$ cat config.mk
export PLATFORM = sky130hd
export DESIGN_NAME = p405s_icu_dp_fillbuf
export DESIGN_NICKNAME = d
export VERILOG_FILES = /design/src/rtl/p405s_icu_dp_fillbuf.sv
export SDC_FILE = /design/constraint.sdc
export NUM_CORES = 1
export LEC_CHECK = 0
export ABC_AREA = 1
export BUFFER_PORTS_ARGS = -buffer_cell sky130_fd_sc_hd__buf_2
export CELL_PAD_IN_SITES_DETAIL_PLACEMENT = 1
export CELL_PAD_IN_SITES_GLOBAL_PLACEMENT = 1
export CORE_MARGIN = 2
export CORE_UTILIZATION = 50
export CTS_BUF_LIST = sky130_fd_sc_hd__clkbuf_4 sky130_fd_sc_hd__clkbuf_8
export CTS_CLUSTER_DIAMETER = 60
export DETAILED_ROUTE_END_ITERATION = 12
export PLACE_DENSITY_LB_ADDON = 0.1
export SYNTH_ARGS = -nofsm -noshare
export SYNTH_HDL_FRONTEND = slang
export SYNTH_SLANG_ARGS = --single-unit
$ cat constraint.sdc
create_clock -name CB -period 13.6 [get_ports CB]
set_input_delay 1.36 -clock CB [delete_from_list [all_inputs] [get_ports CB]]
set_output_delay 1.36 -clock CB [all_outputs]
set_load 0.01 [all_outputs]
$ cat src/rtl/p405s_icu_dp_fillbuf.sv
// rtl/p405s_icu_dp_fillbuf.sv - ICU line-fill buffer with critical-word-first fill and fetch bypass
module p405s_icu_dp_fillbuf #(
    parameter int WORDS = 8,
    parameter int IDX_W = 3
) (
    input  logic             CB,
    input  logic             rstN,
    input  logic             fill_start,
    input  logic [IDX_W-1:0] fill_crit,
    input  logic             beat_val,
    input  logic [0:31]      beat_data,
    input  logic             beat_err,
    input  logic             rd_req,
    input  logic [IDX_W-1:0] rd_idx,
    output logic [0:31]      inst_data,
    output logic             inst_ld,
    output logic             fill_busy,
    output logic             line_valid,
    output logic             fill_done,
    output logic             fill_err
);

    typedef enum logic {IDLE, FILL} state_t;

    state_t           state;
    logic [IDX_W-1:0] crit;
    logic [IDX_W-1:0] cnt;
    logic [0:31]      mem [WORDS];
    logic [WORDS-1:0] vld;

    logic             start_acc;
    logic             good_beat;
    logic             err_beat;
    logic [IDX_W-1:0] wr_idx;
    logic             last_beat;
    logic             bypass;
    logic             rd_acc;

    assign start_acc = (state == IDLE) && fill_start;
    assign good_beat = (state == FILL) && beat_val && !beat_err;
    assign err_beat  = (state == FILL) && beat_val && beat_err;
    assign wr_idx    = crit + cnt;
    assign last_beat = (cnt == IDX_W'(WORDS - 1));
    assign bypass    = good_beat && (wr_idx == rd_idx);
    // An aborting beat or a new fill invalidates the line this cycle, so no read may slip through.
    assign rd_acc    = rd_req && (vld[rd_idx] || bypass) && !err_beat && !start_acc;
    assign fill_busy = (state == FILL);

    // Word storage needs no reset: the valid bits gate every read.
    always_ff @(posedge CB) begin
        if (rstN && good_beat) begin
            mem[wr_idx] <= beat_data;
        end
    end

    always_ff @(posedge CB) begin
        if (!rstN) begin
            state      <= IDLE;
            crit       <= '0;
            cnt        <= '0;
            vld        <= '0;
            inst_data  <= '0;
            inst_ld    <= 1'b0;
            line_valid <= 1'b0;
            fill_done  <= 1'b0;
            fill_err   <= 1'b0;
        end else begin
            fill_done <= 1'b0;
            fill_err  <= 1'b0;
            inst_ld   <= rd_acc;
            if (rd_acc) begin
                inst_data <= bypass ? beat_data : mem[rd_idx];
            end
            case (state)
                IDLE: begin
                    if (fill_start) begin
                        crit       <= fill_crit;
                        cnt        <= '0;
                        vld        <= '0;
                        line_valid <= 1'b0;
                        state      <= FILL;
                    end
                end
                FILL: begin
                    if (err_beat) begin
                        vld      <= '0;
                        fill_err <= 1'b1;
                        state    <= IDLE;
                    end else if (good_beat) begin
                        vld[wr_idx] <= 1'b1;
                        cnt         <= cnt + IDX_W'(1);
                        if (last_beat) begin
                            fill_done  <= 1'b1;
                            line_valid <= 1'b1;
                            state      <= IDLE;
                        end
                    end
                end
                default: state <= IDLE;
            endcase
        end
    end

endmodule

## After elaboration in Yosys (flattened, before gate mapping)

Memories as Yosys holds them, arrays and structs flattened. A register that Yosys moved wholly into a read port is not among the register bits.
Cells that the tools add are included.

| cells by class | value |
|---|---|
| add/subtract/negate cells | 2 |
| magnitude comparators | 3 |
| eq/ne operators | 7 |
| mux-type cells | 26 |
| bitwise operators | 4 |
| reductions and logical operators | 21 |

Operators with widths:

| kind | count |
|---|---|
| $mux W8 | 3 |
| $pmux W8 S2 | 1 |
| $mux W1 | 14 |
| $logic_and A1 B1 Y1 | 10 |
| $mux W3 | 3 |
| $lt A3 B4 Y1 const B | 2 |
| $or A8 B8 Y8 | 1 |
| $pmux W3 S2 | 1 |
| $reduce_and A2 Y1 | 3 |
| $logic_not A1 Y1 | 4 |
| $ne A2 B1 Y1 const B | 2 |
| $ne A2 B2 Y1 const B | 2 |
| $pmux W1 S2 | 2 |
| $reduce_and A4 Y1 | 1 |
| $reduce_or A4 Y1 | 1 |
| $add A3 B1 Y3 const B | 1 |
| $add A3 B3 Y3 | 1 |
| $bmux W1 S3 | 1 |
| $demux W1 S3 | 1 |
| $eq A3 B3 Y1 | 1 |
| $eq A3 B3 Y1 const B | 1 |
| $ge A3 B1 Y1 const B | 1 |
| $ne A3 B1 Y1 const B | 1 |
| $not A1 Y1 | 3 |
| 2 further kinds | 2 |

| word-level totals | value |
|---|---|
| flip-flop bits (word level) | 19 |
| RAM bits | 256 |
| bits of input ports | 44 |
| output and inout bits | 37 |
| word-level logic and storage cells | 72 |
| memories kept | 1 |

Memory list:

| name | depth | width | rd ports | clocked after Yosys merged registers in | wr ports | line | text |
|---|---|---|---|---|---|---|---|
| mem | 8 | 32 | 1 | 1 | 1 | 28 | `logic [0:31] mem [WORDS];` |

## Depth between registers and ports, before layout

| depth | value |
|---|---|
| word-level depth | 9 |
| mapped depth | 17 |
| depth with buffers taken out | 15 |

## Worst setup path before layout

Ideal clock, no wire load.

| timing path | value |
|---|---|
| kind | in2reg |
| start point | in beat_val |
| end point | mem mem[2][0] in the netlist's numbering, enable pin |
| setup time | 0.502 ns |
| arrival | 5.269 ns |
| data required time | 13.098 ns |
| setup slack | 7.830 ns |
| stages on the path | 6 |
| path buffers | 0 |
| cells stage by stage | nand2_1 -> nor2_1 -> inv_1 -> nor2_2 -> clkinv_1 -> nor4_1 |

| between the ends | value |
|---|---|
| cells in the longest elaborated chain, start to end | 5 |

Ends and longest elaborated chain:

| what | line | text |
|---|---|---|
| start, declared | 10 | `input logic beat_val,` |
| $logic_and A1 B1 Y1 (2 in series) | 40 | `assign good_beat = (state == FILL) && beat_val && !beat_err;` |
| $logic_and A1 B1 Y1 | 51 | `if (rstN && good_beat) begin` |
| $mux W1 | 51 |  |
| $mux W1 (implied by the code) | 52 | `mem[wr_idx] <= beat_data;` |
| end, declared | 28 |  |

No other way between the ends.

## Worst setup path in the final report

| timing path | value |
|---|---|
| start point | in rd_idx[0] |
| end point | reg inst_data[1] in the netlist's numbering (read register of mem) |

| between the ends | value |
|---|---|
| cells in the longest elaborated chain, start to end | 6 |
| elaborated cells on any way between the ends | 8 |
| those cells by class | 1 x eq/ne; 2 x mux; 5 x reduce/logical |

Ends and longest elaborated chain:

| what | line | text |
|---|---|---|
| start, declared | 14 | `input logic [IDX_W-1:0] rd_idx,` |
| $bmux W1 S3 or $eq A3 B3 Y1 (tied branches) | 46, 44 |  |
| $mux W1 (implied by the code) or $logic_and A1 B1 Y1 (tied branches) | 46, 44 |  |
| $logic_or A1 B1 Y1 | 46 | `assign rd_acc = rd_req && (vld[rd_idx] \|\| bypass) && !err_beat && !start_acc;` |
| $logic_and A1 B1 Y1 (3 in series) | 46 |  |
| end, declared | 15 | `output logic [0:31] inst_data,` |

Several ways; a longest one is shown, not always the timed one. The select of a mux whose other input is x is not followed.
A chain may end at the register's enable or synchronous reset.

==> flow_metrics.env <==
export IMPL_cts_hold_fix_buffers=0
export IMPL_grt_setup_unrepaired="no"
export IMPL_p_sw_share_pct=23.8
export IMPL_synth_distinct_cells=26
export IMPL_grt_overflow_total=0
export IMPL_register_area_mm2=0.00871
export IMPL_numCtsBuffers=50
export IMPL_synth_seq_area_share_pct=68.5
export IMPL_die_w_um=164
export IMPL_synth_seq_cells=307
export IMPL_p_clk_share_pct=41.3
export IMPL_crit_family="buffers and inverters"
export IMPL_ys_top_cells_by_area="edfxtp_1 (60%), nand2_1 (13%), dfxtp_1 (8.0%)"
export IMPL_worstPathCellList="buf_4 -> clkinv_2 -> nor2_1 -> nor3_4 -> buf_4 -> nand3_1 -> nand2_1 -> nand2_2 -> buf_4 -> nand2_1 -> nand2_1 -> nor2_1"
export IMPL_cp_slowest_cell="clkinv_2"
export IMPL_cts_tree="done"
export IMPL_cts_setup_buffers=0
export IMPL_root_buffer="clkbuf_8"
export IMPL_clkLatencyLatePin_ns=0.58
export IMPL_placedCellCount=1593
export IMPL_portBuffers=80
export IMPL_postRouteAntennaNets=0
export IMPL_detailed_place_hpwl_um=18800
export IMPL_ios=81
export IMPL_antenna_found_initial=1
export IMPL_peakVddDrop_mv=0.0775
export IMPL_syn_avg_cell_area_um2=10.3
export IMPL_setup_viol=0
export IMPL_p_int_mw=1.55
export IMPL_gp_congestion=0.752
export IMPL_first_pass_iters=5
export IMPL_setup_tns_ns=0
export IMPL_synthAdderAreaFrac_pct=0.452
export IMPL_wl_um=34500
export IMPL_stdcell_count=1686
export IMPL_start_util_pct=50.7
export IMPL_critPathLaunchType="input port"
export IMPL_cts_buffer_depth=3
export IMPL_die_area_mm2=0.0267
export IMPL_fmax_ghz=0.206
export IMPL_cp_required_ns=14.08
export IMPL_synth_simple_area_share_pct=25.5
export IMPL_syn_inst=1237
export IMPL_drtIter0Drc=818
export IMPL_synth_compound_area_share_pct=1.18
export IMPL_grt_pass1_wl_um=54000
export IMPL_power_frac_seq_pct=51.0
export IMPL_cts_resized=0
export IMPL_crit_type="input port to flip-flop"
export IMPL_vias_per_cell=5.59
export IMPL_core_mm2=0.0251
export IMPL_clk_pin_slew_ns=0.07
export IMPL_htreeDepth=2
export IMPL_clock_sinks=307
export IMPL_powerDensity_mw_per_mm2=140
export IMPL_drc=0
export IMPL_leakage_nw=5.81
export IMPL_multi_input_area_mm2=0.00352
export IMPL_status="finished clean"
export IMPL_period_needed_ns=4.86
export IMPL_slowest_delay_ns=1.03
export IMPL_grt_max_degree=82
export IMPL_relSlewSlack_pct=32.9
export IMPL_worstPathMaxFanout=81
export IMPL_synth_warnings=0
export IMPL_worstPathArrival_ns=5.34
export IMPL_clock_skew_ns=0.0179
export IMPL_drive_above_1_share_pct=15.2
export IMPL_synth_xor_area_share_pct=0.0688
export IMPL_via_count=9423
export IMPL_hold_path_class="flip-flop to flip-flop"
export IMPL_routedWlPerCell_um=20.5
export IMPL_fillers=2796
export IMPL_syn_cell_area_mm2=0.0127
export IMPL_combPwrFrac_pct=7.6
export IMPL_synth_mux_area_share_pct=0
export IMPL_drv_cap=0
export IMPL_die_h_um=164
export IMPL_drv_slew=0
export IMPL_fin_crit_sh_pct=35.8
export IMPL_fin_util_pct=57.8
export IMPL_synth_top_cell_area_share_pct=60.4
export IMPL_grt_use_total_pct=26.5
export IMPL_p_sw_uw=484
export IMPL_diodes=0
export IMPL_synth_nets=1285
export IMPL_synth_top_family_by_area="simple AND/OR/NAND/NOR gates"
export IMPL_p_total_mw=2.03
export IMPL_syn_to_final_growth_pct=14.0
export IMPL_endpoint_kind="flip-flop"
export IMPL_synth_top_cell_by_area="edfxtp_1"
export IMPL_finalNetCount=1363
export IMPL_tightest_slew_ns=1.00
export IMPL_rows=58
export IMPL_grt_pass1_vias=10062
export IMPL_hold_viol_final=0
export IMPL_path_buf_inv=4
-- worst register-to-register path: cells and delay by family (launching register included) --
kind	cells	cell delay, ns
and+or+nand+nor	6	1.11
adders and majority gates	2	0.98
buffers and inverters	3	0.95
DFF	1	0.40
xor gates and xnor gates	1	0.20
-- kinds of logic after synthesis --
family,after synthesis
AND/OR/NAND/NOR,761
flip-flops,307
buffers and inverters,136
AO/OA/AOI/OAI,28
adder cells (fa/ha/maj),4
XOR/XNOR,1
-- stage by stage --
stage / setup slack [ns] / area (um^2) / hold WS, ns
floorplan: 7.83 / 12700 / 0.427
global placement: 8.32 / 13400 / 0.438
detailed placement: 8.13 / 13400 / 0.444
CTS: 8.74 / 14500 / 0.453
global route: 8.38 / 14500 / 0.484
finish: 8.74 / 14500 / 0.451
-- area by class of cell --
class | count | area share, %
inverters | 61 | 1.60
repair buffers | 101 | 3.87
flip-flops and latches | 307 | 60.1
clock buffers | 86 | 7.08
multi-input cells | 794 | 24.2
clock inverters | 7 | 0.311
well taps | 330 | 2.85
-- per-layer routing --
metal | GRT usage [%] | routed length [um] | up-vias
met4 | 8.97 | 874 | 2
met2 | 46.3 | 17200 | 289
met3 | 4.65 | 1890 | 87
met1 | 33.4 | 14600 | 4670
li1 | - | - | 4375
met5 | 0 | 12 | -
-- flip-flops by register name (all words and copies together) (netlist names) --
name	cells
fill_err	1
crit	3
fill_busy	1
line_valid	1
inst_ld	1
cnt	3
mem	256
fill_done	1
inst_data	32
vld	8
-- power groups by stage --
stage	Combinational (mW)	Clock [mW]	Sequential (mW)
floorplan	0.0895	0	1.06
global placement	0.149	0	1.06
detailed placement	0.155	0	1.06
CTS	0.156	0.852	1.04
global route	0.173	0.891	1.04
finish	0.155	0.839	1.04
-- cells in the final DEF (no fill, tap or decap), drive strengths merged --
| cell type | netlist | routed |
|---|---|---|
| o21a | 1 | 1 |
| ha | 3 | 3 |
| nand4 | 40 | 40 |
| clkinv | 2 | 8 |
| edfxtp | 256 | 256 |
| clkbuf | 48 | 86 |
| a21oi | 16 | 16 |
| o21ai | 9 | 9 |
| inv | 59 | 58 |
| xnor2 | 1 | 1 |
| nor3b | 1 | 1 |
| nand3 | 200 | 200 |
| clkinvlp | 0 | 2 |
| buf | 27 | 101 |
| nor2 | 77 | 77 |
| nand2 | 433 | 433 |
| o31ai | 1 | 1 |
| nor4 | 8 | 8 |
| nor3 | 2 | 2 |
| dfxtp | 51 | 51 |
| fa | 1 | 1 |
| a32o | 1 | 1 |
-- worst paths after layout --
path,from,endpoint,slack [ns],cells after the start
max,rd_idx[0],inst_data[1],8.74,12
min,vld[3],vld[3],0.45,2
min reg2reg,vld[3],vld[3],0.45,2
max reg2reg,cnt[0],inst_data[6],9.88,12
-- cells in the mapped netlist --
cell type,instances
a21oi_1,16
a32o_1,1
buf_1,5
buf_2,20
buf_6,2
clkbuf_1,48
clkinv_1,2
dfxtp_1,51
edfxtp_1,256
fa_1,1
ha_1,3
inv_1,58
inv_2,1
nand2_1,433
nand3_1,200
nand4_1,40
nor2_1,76
nor2_2,1
nor3_1,1
nor3_4,1
nor3b_1,1
nor4_1,8
o21a_1,1
o21ai_0,9
o31ai_1,1
xnor2_1,1
(Power assumes the default switching activity.)
